[config.mk]
export PLATFORM = sky130hd
export DESIGN_NAME = tt_um_priority_decoder
export DESIGN_NICKNAME = d
export VERILOG_FILES = /design/src/rtl/tt_um_priority_decoder.sv
export SDC_FILE = /design/constraint.sdc
export NUM_CORES = 1
export LEC_CHECK = 0
export ABC_AREA = 1
export BUFFER_PORTS_ARGS = -buffer_cell sky130_fd_sc_hd__buf_2
export CAP_MARGIN = 20
export CORE_MARGIN = 2
export CORE_UTILIZATION = 40
export CTS_CLUSTER_SIZE = 20
export DETAILED_ROUTE_END_ITERATION = 16
export PLACE_DENSITY = 0.66
export SYNTH_ARGS = -nofsm -noshare
export SYNTH_HDL_FRONTEND = slang
export SYNTH_SLANG_ARGS = --single-unit
[constraint.sdc]
create_clock -name clk -period 4.1 [get_ports clk]
set_input_delay 0.205 -clock clk [delete_from_list [all_inputs] [get_ports clk]]
set_output_delay 0.205 -clock clk [all_outputs]
set_load 0.05 [all_outputs]
[src/rtl/tt_um_priority_decoder.sv]
`default_nettype none
// ============================================================================
// Module   : tt_um_priority_decoder
// Brief    : 16-bit one-hot decoder (inverse of the priority encoder tile)
//            with sequenced sweep-up, sweep-down and freeze modes driven by
//            a prescaled step timer.
// Revision : 1.0 - initial release
// ============================================================================
module tt_um_priority_decoder #(
    parameter int STEP_DIV = 4
) (
    input  logic       clk,
    input  logic       rst_n,
    input  logic       ena,
    input  logic [7:0] ui_in,
    input  logic [7:0] uio_in,
    output logic [7:0] uo_out,
    output logic [7:0] uio_out,
    output logic [7:0] uio_oe
);

    // Prescaler must be at least one bit wide even when STEP_DIV == 1.
    localparam int              C_PW   = (STEP_DIV > 1) ? $clog2(STEP_DIV) : 1;
    localparam logic [C_PW-1:0] C_TERM = C_PW'(STEP_DIV - 1);
    localparam logic [C_PW-1:0] C_ONE  = C_PW'(1);

    localparam logic [3:0] C_OP_LOAD   = 4'h0;
    localparam logic [3:0] C_OP_UP     = 4'h1;
    localparam logic [3:0] C_OP_DOWN   = 4'h2;
    localparam logic [3:0] C_OP_FREEZE = 4'h3;
    localparam logic [3:0] C_OP_NONE   = 4'hF;

    typedef enum logic [1:0] {
        S_IDLE   = 2'd0,
        S_UP     = 2'd1,
        S_DOWN   = 2'd2,
        S_FROZEN = 2'd3
    } state_t;

    logic [7:0]      r_ui_q;
    logic            r_chg;
    state_t          r_state;
    logic [3:0]      r_pos;
    logic [C_PW-1:0] r_pres;
    logic            r_blank;
    logic [15:0]     r_out;

    state_t          w_state;
    logic [3:0]      w_pos;
    logic [C_PW-1:0] w_pres;
    logic            w_blank;
    logic [3:0]      w_op;
    logic [3:0]      w_idx;
    logic            w_unused;

    assign w_op     = r_ui_q[7:4];
    assign w_idx    = r_ui_q[3:0];
    assign w_unused = &{1'b0, ena, uio_in};

    // Next-state: free-running sweep step first, then command overrides.
    always_comb begin
        w_state = r_state;
        w_pos   = r_pos;
        w_pres  = r_pres;
        w_blank = r_blank;

        case (r_state)
            S_UP, S_DOWN: begin
                if (r_pres == C_TERM) begin
                    w_pres = '0;
                    w_pos  = (r_state == S_UP) ? r_pos + 4'd1 : r_pos - 4'd1;
                end else begin
                    w_pres = r_pres + C_ONE;
                end
            end
            default: ;
        endcase

        // r_chg pairs with r_ui_q: it says whether the command now being
        // decoded differed from the one sampled before it.
        if (w_op == C_OP_LOAD) begin
            w_state = S_IDLE;
            w_pos   = w_idx;
            w_pres  = '0;
            w_blank = 1'b0;
        end else if (w_op == C_OP_NONE) begin
            w_state = S_IDLE;
            w_pos   = r_pos;
            w_pres  = '0;
            w_blank = 1'b1;
        end else if ((w_op == C_OP_UP || w_op == C_OP_DOWN) && r_chg) begin
            w_state = (w_op == C_OP_UP) ? S_UP : S_DOWN;
            w_pos   = w_idx;
            w_pres  = '0;
            w_blank = 1'b0;
        end else if (w_op == C_OP_FREEZE && r_chg) begin
            w_state = S_FROZEN;
            w_pos   = r_pos;
            w_pres  = r_pres;
        end
    end

    // Input sampling, sequencer state and the registered one-hot output.
    always_ff @(posedge clk or negedge rst_n) begin
        if (!rst_n) begin
            r_ui_q  <= 8'hF0;
            r_chg   <= 1'b0;
            r_state <= S_IDLE;
            r_pos   <= 4'd0;
            r_pres  <= '0;
            r_blank <= 1'b1;
            r_out   <= 16'h0000;
        end else begin
            r_ui_q  <= ui_in;
            r_chg   <= (ui_in != r_ui_q);
            r_state <= w_state;
            r_pos   <= w_pos;
            r_pres  <= w_pres;
            r_blank <= w_blank;
            r_out   <= w_blank ? 16'h0000 : (16'(1) << w_pos);
        end
    end

    assign uo_out  = r_out[15:8];
    assign uio_out = r_out[7:0];
    assign uio_oe  = 8'hFF;

endmodule
`default_nettype wire

==> results.json <==
{
  "tns_ns": 0,
  "nNetsFinal": 245,
  "io_pins": 43,
  "cts-buffers-inserted": 5,
  "clock_skew_ns": 0.00498,
  "rows": 23,
  "pwr-share-seq": 0.323,
  "fillers": 417,
  "regArea_um2": 857,
  "maxCapViolCount": 0,
  "wirelength_mm": 3.08,
  "swShare": 0.411,
  "io_buffers": 25,
  "combPwrFrac": 0.414,
  "detail_route.iter0.violations": 52,
  "cts_tree": "done",
  "grt_max_degree": 35,
  "clkPwrFrac": 0.263,
  "core_area_um2": 4090,
  "intPower_uw": 825,
  "design_area_um2": 2030,
  "yosysTopAreaCellShare": 0.421,
  "clk_pin_slew_ns": 0.07,
  "drtPass1Iterations": 4,
  "cp-end-kind": "flop",
  "cts_max_path_buffers": 2,
  "setup_viol": 0,
  "synthAdderAreaFrac": 0.0479,
  "start_kind": "flop",
  "p_leak_nw": 1.06,
  "switchingPower_uw": 576,
  "start_util": 0.422,
  "period_share": 0.518,
  "cp_max_fo": 8,
  "ys_seq_area_frac": 0.497,
  "dp_cells": 262,
  "finalHoldViolations": 0,
  "rsz0062_at_grt": "false",
  "synth_top_family_by_area": "simple AND/OR/NAND/NOR gates",
  "cts.htree.levels": 2,
  "hold_ws_ns": 0.0312,
  "synthToLayoutAreaGrowth_pct": 17.5,
  "crit_arrival_ns": 2.30,
  "slew_viol_final": 0,
  "die_w_um": 69.7,
  "total_power_mw": 1.40,
  "multiInputGateArea_um2": 736,
  "cts_root_buffer": "clkbuf_8",
  "synth_largest_area_cell": "dfrtp_1",
  "worstSkewPairLatency_ns": 0.29,
  "synth-simple-area-share": 0.231,
  "synthMuxAreaShare": 0,
  "min_period_ns": 2.12,
  "fin_cells": 271,
  "worst_slew_pin_slew_ns": 0.717,
  "drc": 0,
  "synth.distinct_cells": 30,
  "postRouteAntennaNets": 0,
  "timing.slew.headroom": 0.522,
  "power_density_nw_per_um2": 692,
  "ir_drop_mv": 0.406,
  "avgViaCountPerCell": 4.63,
  "grt.overflow.total": 0,
  "wl_per_cell_um": 11.4,
  "pre_cts_slack_ns": 1.98,
  "grt_pass1_wl_mm": 5.49,
  "utilization": 0.496,
  "worst_slack_ns": 1.98,
  "yosys_warnings": 0,
  "status": "complete, no violations",
  "yosys-top-cells-area": "dfrtp_1 42%, dfstp_2 7.6%, nand2_1 5.4%, nand3_1 4.9%, inv_1 4.8%",
  "synth_compound_area_frac": 0.0740,
  "grt_pass1_vias": 1241,
  "die-height_um": 69.7,
  "ys_ff_latch": 34,
  "cts.sinks": 34,
  "synth_xor_area_frac": 0.0559,
  "cp.required_ns": 4.28,
  "syn_inst": 188,
  "max_freq_ghz": 0.471,
  "min_path_type": "input pin to flop",
  "num_antenna_cells": 0,
  "r2r_setup_slack_ns": 1.98,
  "antenna_found_initial": 0,
  "place_area_um2": 1880,
  "num_vias": 1256,
  "grt_usage": 0.142,
  "critPathKind": "flop to flop",
  "syn_area_um2": 1720,
  "post-dp-hpwl_mm": 2.28,
  "dieArea_um2": 4850,
  "drive_above_1_share": 0.258,
  "synth.avg_cell_area_um2": 9.17,
  "place_congestion": 0.801
}
[path summary, 6_finish.rpt]
path                       startpoint         end  cells after the start
hold / removal               ui_in[5]   r_ui_q[5]                      1
min in group asynchronous       rst_n       r_chg                      2
max in group asynchronous       rst_n   r_ui_q[2]                      2
setup / recovery           r_state[1]    r_out[4]                     14
setup reg to reg           r_state[1]    r_out[4]                     14
hold reg to reg            r_state[0]  r_state[0]                      1
[repair_timing]
item | CTS | global route
hold endpoints to repair | 13 | 0
setup buffers | 0 | 0
hold buffers | 1 | 0
resized for setup | 0 | 0
[final cells by class]
cell class                      instances  share of cell area
Tap cell                               50              0.0309
Timing Repair Buffer                   26              0.0667
Clock buffer                            5              0.0340
Clock inverter                          3              0.0340
Inverter                               26              0.0482
Sequential cell                        34               0.423
Multi-Input combinational cell        127               0.363
[Yosys cell counts]
library cell / n
nand4_1: 3
nor2_4: 2
nor2_1: 22
nor2_2: 1
a21oi_1: 6
ha_1: 5
nand2_4: 1
a21oi_2: 1
inv_2: 4
xor2_1: 4
a31oi_1: 1
o21ai_1: 1
fa_1: 1
dfrtp_1: 29
a21boi_1: 1
o211ai_1: 2
dfstp_2: 5
or4_1: 1
nand2_2: 7
nand3_2: 2
a22o_1: 1
nand2_1: 25
nand3b_1: 1
o21ai_0: 6
inv_1: 22
conb_1: 1
xnor2_1: 7
nand3_1: 17
buf_4: 8
a21oi_4: 1
[registers in the layout, summed over array words and instances (netlist names)]
name     count
r_chg        1
r_state      2
r_out       16
r_pres       2
r_pos        4
r_ui_q       8
r_blank      1
[critical path, stage by stage (launching register included)]
cell	delay (ns)
dfrtp_1	0.38
inv_1	0.06
ha_1	0.22
inv_1	0.11
ha_1	0.33
a21oi_1	0.20
nand2_1	0.07
nand2_1	0.07
nand3b_1	0.08
nand2_1	0.07
nand2_1	0.06
nand2_2	0.07
nand2_1	0.07
nand2_2	0.15
nor2_1	0.07
[layer usage]
metal,part of all wire,global-route usage,vias to the layer above
li1,-,-,647
met1,0.46,0.169,580
met2,0.49,0.241,24
met3,0.039,0.0422,5
met4,0.015,0.0534,0
met5,0,0,-
[layout by cell type (no fill, tap or decap), types with 3 or more instances in the layout]
cell type / instances
a21oi_1: 6
buf_2: 25
clkbuf_8: 5
conb_1: 8
dfrtp_1: 29
dfstp_2: 5
ha_1: 5
inv_1: 22
inv_2: 4
nand2_1: 25
nand2_2: 7
nand3_1: 17
nand4_1: 3
nor2_1: 22
o21ai_0: 6
xnor2_1: 7
xor2_1: 4
[power groups by stage]
stage               Combinational (mW)  Clock, mW  Sequential (mW)
finish                           0.580      0.369            0.452
global route                     0.643      0.394            0.463
CTS                              0.586      0.377            0.452
detailed placement               0.577          0            0.459
global placement                 0.569          0            0.457
floorplan                        0.339          0            0.577
[cell families after synthesis]
family | count (synthesis)
adder cells (fa/ha/maj) | 6
AO/OA/AOI/OAI | 20
buffers and inverters | 34
AND/OR/NAND/NOR | 82
flip-flops | 34
other | 1
XOR/XNOR | 11
Note: power is estimated with default switching activity, not from simulation.
